File: src/rtl/regfile_wb_sink_if.sv
// Register-file sink bus: operand reads, writeback, reservations.
// Datapath drives as master; regfile_wb_sink consumes as slave.
interface regfile_wb_sink_if #(
  parameter int DATA_W = 32,
  parameter int ADDR_W = 5
);
  logic              rs1_en;
  logic [ADDR_W-1:0] rs1_addr;
  logic [DATA_W-1:0] rs1_data;
  logic              rs2_en;
  logic [ADDR_W-1:0] rs2_addr;
  logic [DATA_W-1:0] rs2_data;
  logic              wb_en;
  logic [ADDR_W-1:0] wb_addr;
  logic [DATA_W-1:0] wb_data;
  logic              rsv_en;
  logic [ADDR_W-1:0] rsv_addr;
  logic              stall;
  logic [ADDR_W:0]   busy_cnt;

  modport master (
    output rs1_en, rs1_addr,
    output rs2_en, rs2_addr,
    output wb_en, wb_addr, wb_data,
    output rsv_en, rsv_addr,
    input  rs1_data, rs2_data,
    input  stall, busy_cnt
  );

  modport slave (
    input  rs1_en, rs1_addr,
    input  rs2_en, rs2_addr,
    input  wb_en, wb_addr, wb_data,
    input  rsv_en, rsv_addr,
    output rs1_data, rs2_data,
    output stall, busy_cnt
  );
endinterface

File: src/rtl/regfile_wb_sink.sv
// Register file with writeback sink and busy scoreboard.
// Optional: RF_BYPASS_EN forwards wb_data to reads and stall.
module regfile_wb_sink #(
  parameter int DATA_W   = 32,
  parameter int ADDR_W   = 5,
  parameter int ZERO_REG = 1
) (
  input logic           clk,
  input logic           rst_n,
  regfile_wb_sink_if.slave bus
);

  localparam int N     = 1 << ADDR_W;
  localparam int CNT_W = ADDR_W + 1;

  typedef logic [ADDR_W-1:0] idx_t;
  typedef logic [DATA_W-1:0] word_t;

  word_t            rf_q [N];
  word_t            rf_d [N];
  logic [N-1:0]     busy_q;
  logic [N-1:0]     busy_d;
  logic [CNT_W-1:0] cnt_q;
  logic [CNT_W-1:0] cnt_d;

  logic [N-1:0] wb_dec;
  logic [N-1:0] rsv_dec;
  logic [N-1:0] busy_view;
  logic         wr_ok;
  logic         set_ok;
  logic         inc;
  logic         dec;

  function automatic logic is_zero(idx_t a);
    return (ZERO_REG != 0) && (a == '0);
  endfunction

  function automatic word_t rd(idx_t a);
    word_t v;
    v = rf_q[a];
`ifdef RF_BYPASS_EN
    if (bus.wb_en && bus.wb_addr == a)
      v = bus.wb_data;
`endif
    if (is_zero(a))
      v = '0;
    return v;
  endfunction

  // Qualified strobes and one-hot decode of write/reserve indices
  always_comb begin
    wr_ok   = bus.wb_en & ~is_zero(bus.wb_addr);
    set_ok  = bus.rsv_en & ~is_zero(bus.rsv_addr);
    wb_dec  = '0;
    rsv_dec = '0;
    if (bus.wb_en)
      wb_dec[bus.wb_addr] = 1'b1;
    if (set_ok)
      rsv_dec[bus.rsv_addr] = 1'b1;
  end

  // Next register contents: one write per cycle
  always_comb begin
    rf_d = rf_q;
    if (wr_ok)
      rf_d[bus.wb_addr] = bus.wb_data;
  end

  // Next busy bits: retire first, then a new reservation wins
  always_comb begin
    busy_d = (busy_q & ~wb_dec) | rsv_dec;
  end

  // Incremental population count, never below the live bit count
  always_comb begin
    inc   = set_ok & ~busy_q[bus.rsv_addr];
    dec   = bus.wb_en & busy_q[bus.wb_addr]
          & ~(set_ok & (bus.rsv_addr == bus.wb_addr));
    cnt_d = cnt_q + CNT_W'(inc) - CNT_W'(dec);
  end

  // Busy view for stall; bypass treats retiring regs as free
  always_comb begin
`ifdef RF_BYPASS_EN
    busy_view = busy_q & ~wb_dec;
`else
    busy_view = busy_q;
`endif
  end

  // Operand reads and hazard detection
  always_comb begin
    bus.rs1_data = rd(bus.rs1_addr);
    bus.rs2_data = rd(bus.rs2_addr);
    bus.busy_cnt = cnt_q;
    bus.stall =
        (bus.rs1_en & busy_view[bus.rs1_addr]
         & ~is_zero(bus.rs1_addr))
      | (bus.rs2_en & busy_view[bus.rs2_addr]
         & ~is_zero(bus.rs2_addr))
      | (bus.rsv_en & busy_view[bus.rsv_addr]
         & ~is_zero(bus.rsv_addr));
  end

  // State registers
  always_ff @(posedge clk or negedge rst_n) begin
    if (!rst_n) begin
      for (int i = 0; i < N; i++)
        rf_q[i] <= '0;
      busy_q <= '0;
      cnt_q  <= '0;
    end else begin
      for (int i = 0; i < N; i++)
        rf_q[i] <= rf_d[i];
      busy_q <= busy_d;
      cnt_q  <= cnt_d;
    end
  end

endmodule

File: src/flat_wrapper.sv
// flat-port wrapper written by rule: the top's interface ports become plain ports
module regfile_wb_sink_flat 
#(
  parameter int DATA_W   = 32,
  parameter int ADDR_W   = 5,
  parameter int ZERO_REG = 1
)
  (clk, rst_n, bus_rs1_en, bus_rs1_addr, bus_rs2_en, bus_rs2_addr, bus_wb_en, bus_wb_addr, bus_wb_data, bus_rsv_en, bus_rsv_addr, bus_rs1_data, bus_rs2_data, bus_stall, bus_busy_cnt);
  regfile_wb_sink_if #(.DATA_W(DATA_W), .ADDR_W(ADDR_W)) bus_i ();
  input logic clk;
  input logic rst_n;
  input wire logic [$bits(bus_i.rs1_en)-1:0] bus_rs1_en;
  input wire logic [$bits(bus_i.rs1_addr)-1:0] bus_rs1_addr;
  input wire logic [$bits(bus_i.rs2_en)-1:0] bus_rs2_en;
  input wire logic [$bits(bus_i.rs2_addr)-1:0] bus_rs2_addr;
  input wire logic [$bits(bus_i.wb_en)-1:0] bus_wb_en;
  input wire logic [$bits(bus_i.wb_addr)-1:0] bus_wb_addr;
  input wire logic [$bits(bus_i.wb_data)-1:0] bus_wb_data;
  input wire logic [$bits(bus_i.rsv_en)-1:0] bus_rsv_en;
  input wire logic [$bits(bus_i.rsv_addr)-1:0] bus_rsv_addr;
  output wire logic [$bits(bus_i.rs1_data)-1:0] bus_rs1_data;
  output wire logic [$bits(bus_i.rs2_data)-1:0] bus_rs2_data;
  output wire logic [$bits(bus_i.stall)-1:0] bus_stall;
  output wire logic [$bits(bus_i.busy_cnt)-1:0] bus_busy_cnt;
  assign bus_i.rs1_en = bus_rs1_en;
  assign bus_i.rs1_addr = bus_rs1_addr;
  assign bus_i.rs2_en = bus_rs2_en;
  assign bus_i.rs2_addr = bus_rs2_addr;
  assign bus_i.wb_en = bus_wb_en;
  assign bus_i.wb_addr = bus_wb_addr;
  assign bus_i.wb_data = bus_wb_data;
  assign bus_i.rsv_en = bus_rsv_en;
  assign bus_i.rsv_addr = bus_rsv_addr;
  assign bus_rs1_data = bus_i.rs1_data;
  assign bus_rs2_data = bus_i.rs2_data;
  assign bus_stall = bus_i.stall;
  assign bus_busy_cnt = bus_i.busy_cnt;
  regfile_wb_sink #(.DATA_W(DATA_W), .ADDR_W(ADDR_W), .ZERO_REG(ZERO_REG)) u_core (.clk(clk), .rst_n(rst_n), .bus(bus_i));
endmodule
File: config.mk
export PLATFORM = sky130hd
export DESIGN_NAME = regfile_wb_sink_flat
export DESIGN_NICKNAME = d
export VERILOG_FILES = /design/src/rtl/regfile_wb_sink_if.sv /design/src/rtl/regfile_wb_sink.sv /design/src/flat_wrapper.sv
export SDC_FILE = /design/constraint.sdc
export NUM_CORES = 2
export LEC_CHECK = 0
export BUFFER_PORTS_ARGS = -buffer_cell sky130_fd_sc_hd__buf_2
export CORE_MARGIN = 2
export CORE_UTILIZATION = 55
export CTS_CLUSTER_SIZE = 28
export DETAILED_ROUTE_END_ITERATION = 10
export PLACE_DENSITY = 0.71
export SETUP_SLACK_MARGIN = 0.2
export SYNTH_ARGS = -nofsm -noshare
export SYNTH_HDL_FRONTEND = slang
export SYNTH_SLANG_ARGS = --single-unit
File: constraint.sdc
create_clock -name clk -period 4.27 [get_ports clk]
set_clock_uncertainty 0.15 [all_clocks]
set_input_delay 0.854 -clock clk [delete_from_list [all_inputs] [get_ports clk]]
set_output_delay 0.854 -clock clk [all_outputs]
set_load 0.02 [all_outputs]
After elaboration in Yosys (flattened, before gate mapping)
Index checks and enable logic that the tools add are counted.

Add/subtract/negate cells: 2. Multipliers: 0. Div/mod/pow operators: 0. Order comparisons: 10. Equality and inequality tests: 1. Shift-type cells: 0. Multiplexer cells: 25. Bitwise logic cells: 26. Reduce and logical (&&, ||, !) cells: 7.

Operator list (number): $bwmux W1024 (1); $bmux W32 S5 (2); $mux W32 (9); $demux W32 S5 (1); $and A32 B32 Y32 (1); $not A32 Y32 (1); $or A32 B32 Y32 (1); $lt A5 B6 Y1 const B (4); $bmux W1 S5 (4); $logic_not A5 Y1 (4); $ge A6 B6 Y1 const B (3); $not A5 Y6 (3); $and A1 B1 Y1 (12); $demux W1 S5 (2); $ge A5 B1 Y1 const B (2); $add A6 B1 Y6 (1); $lt A6 B1 Y1 const B (1); $mux W1 (6); $not A1 Y1 (6); $sub A6 B1 Y6 (1); $eq A5 B5 Y1 (1); $logic_and A1 B1 Y1 (3); $or A1 B1 Y1 (2).

Bits in registers: 1062. Bits in latches: 0. Memory bits (writable): 0. Bits in read-only memories: 0. Input bits: 58. Output and inout port bits: 71. Logic and storage cells: 105. Memories: 0.

Longest topological paths before layout
Depth after elaboration: 8. Mapped depth: 15.

Worst setup path before layout
Ideal clock, no wire load.

Path type: in2out. Start: input port bus_rs1_addr[0]. End: output port bus_rs1_data[10]. Arrival: 2.806 ns. Data required time: 3.266 ns. Setup slack: 0.460 ns. Cell stages on the path: 7. Cells stage by stage: clkbuf_1 > clkbuf_1 > buf_2 > mux4_2 > mux4_2 > mux2i_1 > nor2_1.

Longest elaborated chain between the ends: 5. Elaborated cells between the ends (all ways): 6. Those cells by class: 4 x mux; 1 x bitwise; 1 x reduce/logical.

RTL lines: from (decl) (RTL line flat_wrapper.sv:13) `input wire logic [$bits(bus_i.rs1_addr)-1:0] bus_rs1_addr;`; $not A5 Y6 (implied by the code) (RTL line regfile_wb_sink.sv:40) `v = rf_q[a];`; $bmux W32 S5 (RTL line regfile_wb_sink.sv:40); $mux W32 (implied by the code) (2 in series) (RTL line regfile_wb_sink.sv:40); $mux W32 * (RTL line regfile_wb_sink.sv:45) `if (is_zero(a))`; to (decl) (RTL line flat_wrapper.sv:21) `output wire logic [$bits(bus_i.rs1_data)-1:0] bus_rs1_data;`.

Mark *: on every way between the ends. The rest lies on a longest branch, timed or not. The select of a mux whose other input is x is not followed.

Worst setup path in the final report
Start: input port bus_rs2_addr[0]. End: output port bus_stall.

Longest elaborated chain between the ends: 6. Elaborated cells between the ends (all ways): 8. Those cells by class: 2 x mux; 5 x bitwise; 1 x reduce/logical.

RTL lines: from (decl) (RTL line flat_wrapper.sv:15) `input wire logic [$bits(bus_i.rs2_addr)-1:0] bus_rs2_addr;`; $bmux W1 S5 (RTL line regfile_wb_sink.sv:99) `| (bus.rs2_en & busy_view[bus.rs2_addr]`; $mux W1 (implied by the code) (RTL line regfile_wb_sink.sv:99); $and A1 B1 Y1 (RTL line regfile_wb_sink.sv:99); $and A1 B1 Y1 * (RTL line regfile_wb_sink.sv:100) `& ~is_zero(bus.rs2_addr))`; $or A1 B1 Y1 * (RTL line regfile_wb_sink.sv:99); $or A1 B1 Y1 * (RTL line regfile_wb_sink.sv:101) `| (bus.rsv_en & busy_view[bus.rsv_addr]`; to (decl) (RTL line flat_wrapper.sv:23) `output wire logic [$bits(bus_i.stall)-1:0] bus_stall;`.

Marks and branches as above.

==> reports/metrics.cfg <==
[worst_setup_path]
cp_max_fo=19
crit_end=bus_stall
arrival_ns=3.01
worst-setup-path-type=input pin to output pin
reg2reg_depth=13
crit_start=bus_rs2_addr[0]
timing.critical_path.required_ns=3.27
cp-start-kind=input pin
reg2reg_to=u_core.bus.busy_cnt[4]
r2r_start=u_core.busy_q[1]
reg2reg_slack_ns=1.19
end_kind=output pin

[place]
io_buffers=128
hpwl_mm=95.8
post-place-ws_ns=0.165
gp_congestion=0.841

[timing]
timing.final.crit_share_pct=94.1
grt_setup_unrepaired=yes
worst_pin_slew_ns=1.10
timing.final.ws_setup_ns=0.252
hold_viol=0
fin_tns_setup_ns=0
fin_crit_ns=4.02
maxSlewHeadroom_pct=26.6
finalSetupViolations=0
maxSlewViolCount=0
timing.fmax_ghz=0.249

[yosys]
synth-adder-area-share_pct=0.168
yosys_warnings=0
synth_top_family_by_area=multiplexers
netlist_top_cells_area=dfrtp_1 (47%), mux4_2 (27%), mux2_2 (20%)
async_flop_share_pct=100
synth_top_area_share_pct=46.9
syn_inst=3448
synth-xor-area-share_pct=0.155
syn_nets=3513
synth-seq-cells=1062
ys_types=44
syn_area_um2=56600
synth_area_per_cell_um2=16.4
muxShareOfSynthArea_pct=47.7
synth_compound_area_share_pct=0.780
synth_simple_gate_area_share_pct=1.24
synth_edf_count=0
synth-seq-area-share_pct=46.9
synth_top_area_cell=dfrtp_1
synth_ff_type=dfrtp_1

[detailed_routing]
vias=34497
vias_per_cell=6.99
dr.pass1.iters=7
finalWirelength_mm=165
drc=0
wl_per_cell_um=33.4
ant_nets=0
drt_iter0_markers=3362

[finish]
drive_gt1_share_pct=61.7
n_fill_cell=7128
final_cell_mix=dfrtp_1 (1062), mux2_2 (995), mux4_2 (672)
mostFrequentLayoutCell=dfrtp_1
fin_nets=3546
syn2layout_area_growth_pct=13.1

[die]
io_pins=129
die_x_um=325
row_count=117
start_util_pct=55.6
die-area_um2=106000
die_h_um=325
core_um2=102000

[global_route]
grt_max_degree=112
grt_overflow=0
antenna_found_initial=6
grt_pass1_vias=36914
grt_pass1_wl_mm=248
grtUsageTotal_pct=31.7

[status]
status=finished, final reports clean

[clock_tree]
hold_buffers=0
clkSlewWorstSetupHoldPaths_ns=0.06
htree_levels=3
cts_buffers=115
insertion_delay_ns=0.72
cts-root-buf=clkbuf_16
cts_tree=yes
clock-sinks=1062
clockBufferDepth=3
postCtsSetupRepairBufs=0

[worst_hold_path]
hp-class=input pin to async pin

[power_and_ir_drop]
power_density_nw_per_um2=479
vdd_drop_max_uv=400
leakagePower_uw=0.0277

[run]
maxCapViolCount=0

[metrics by stage]
stage / util (%) / hold slack [ns] / power [uW] / std cells / area, um^2
final: 62.9 / 0.0547 / 30700 / 4938 / 64000
after global routing: 62.9 / 0.110 / 31900 / 4936 / 64000
after CTS: 62.7 / 0.0653 / 30700 / 4932 / 63900
after detailed placement: 58.9 / 0.233 / 20500 / 4728 / 60000
after global placement: 58.9 / 0.226 / 20000 / 4728 / 60000
after floorplan: - / 0.291 / 18300 / 3448 / 56600
[routing by layer]
layer / wire [um] / part of all wire (%) / up-vias / track usage, %
li1: - / - / 13571 / -
met1: 64000 / 39 / 18859 / 43.0
met2: 80000 / 49 / 1678 / 50.6
met3: 13800 / 8.4 / 383 / 6.58
met4: 7140 / 4.3 / 6 / 12.8
met5: 23 / 0.014 / - / 0
[worst min-delay path by stage]
stage                     slack [ns]                endpoint
after detailed placement        0.23       u_core.rf_q[1018]
after global placement          0.23       u_core.rf_q[1018]
after floorplan                 0.29       u_core.rf_q[1000]
after global routing            0.11  u_core.bus.busy_cnt[4]
final                           0.05  u_core.bus.busy_cnt[4]
after CTS                       0.07  u_core.bus.busy_cnt[4]
[area by class of cell]
type | count | area [um^2] | share of cell area [%]
antenna | 2 | 5.00 | 0.00781
clock buffer | 164 | 3330 | 5.20
clock inverter | 40 | 528 | 0.824
inverter | 13 | 48.8 | 0.0762
multi-input combinational | 1974 | 28600 | 44.6
sequential | 1062 | 26600 | 41.5
tap | 1368 | 1710 | 2.67
timing repair buffer | 315 | 3250 | 5.07
[state kept, by name, summed over array words and instances (netlist names)]
| register | cells |
|---|---|
| u_core.rf_q | 1024 |
| u_core.busy_q | 32 |
| u_core.bus.busy_cnt | 6 |
[cell usage after synthesis (12+ instances only)]
cell,instances
o21ai_0,34
nand2_1,20
clkbuf_1,232
a22o_1,16
mux2_2,995
buf_2,125
dfrtp_1,1062
mux4_2,672
mux2i_1,69
buf_1,40
inv_1,12
nor2_1,89
[kinds of logic (layout without fill, tap and decap cells)]
group | Yosys count | count (layout)
compound gates | 69 | 69
xor+xnor | 10 | 10
fa+ha+maj | 7 | 7
buf+inv | 412 | 532
flops | 1062 | 1062
mux | 1736 | 1736
other cells | 0 | 2
simple gates | 152 | 152
[critical path: stages]
cell,delay [ns]
buf_12,0.18
buf_16,0.21
buf_12,0.17
or2_2,0.31
nor4_2,0.49
a311oi_1,0.11
o311a_1,0.17
a221o_1,0.31
buf_2,0.18
[report_power, final]
| group | internal, uW | switching, uW | total [uW] |
|---|---|---|---|
| logic | 4190 | 2680 | 6870 |
| registers | 12000 | 1510 | 13500 |
| clock network | 6060 | 4190 | 10200 |
[timing repair]
action	4_1_cts	5_1_grt
resized for setup	2	9
endpoints found under the setup margin	3	23
cloned	0	4
Power figures use the tool's default switching activity.
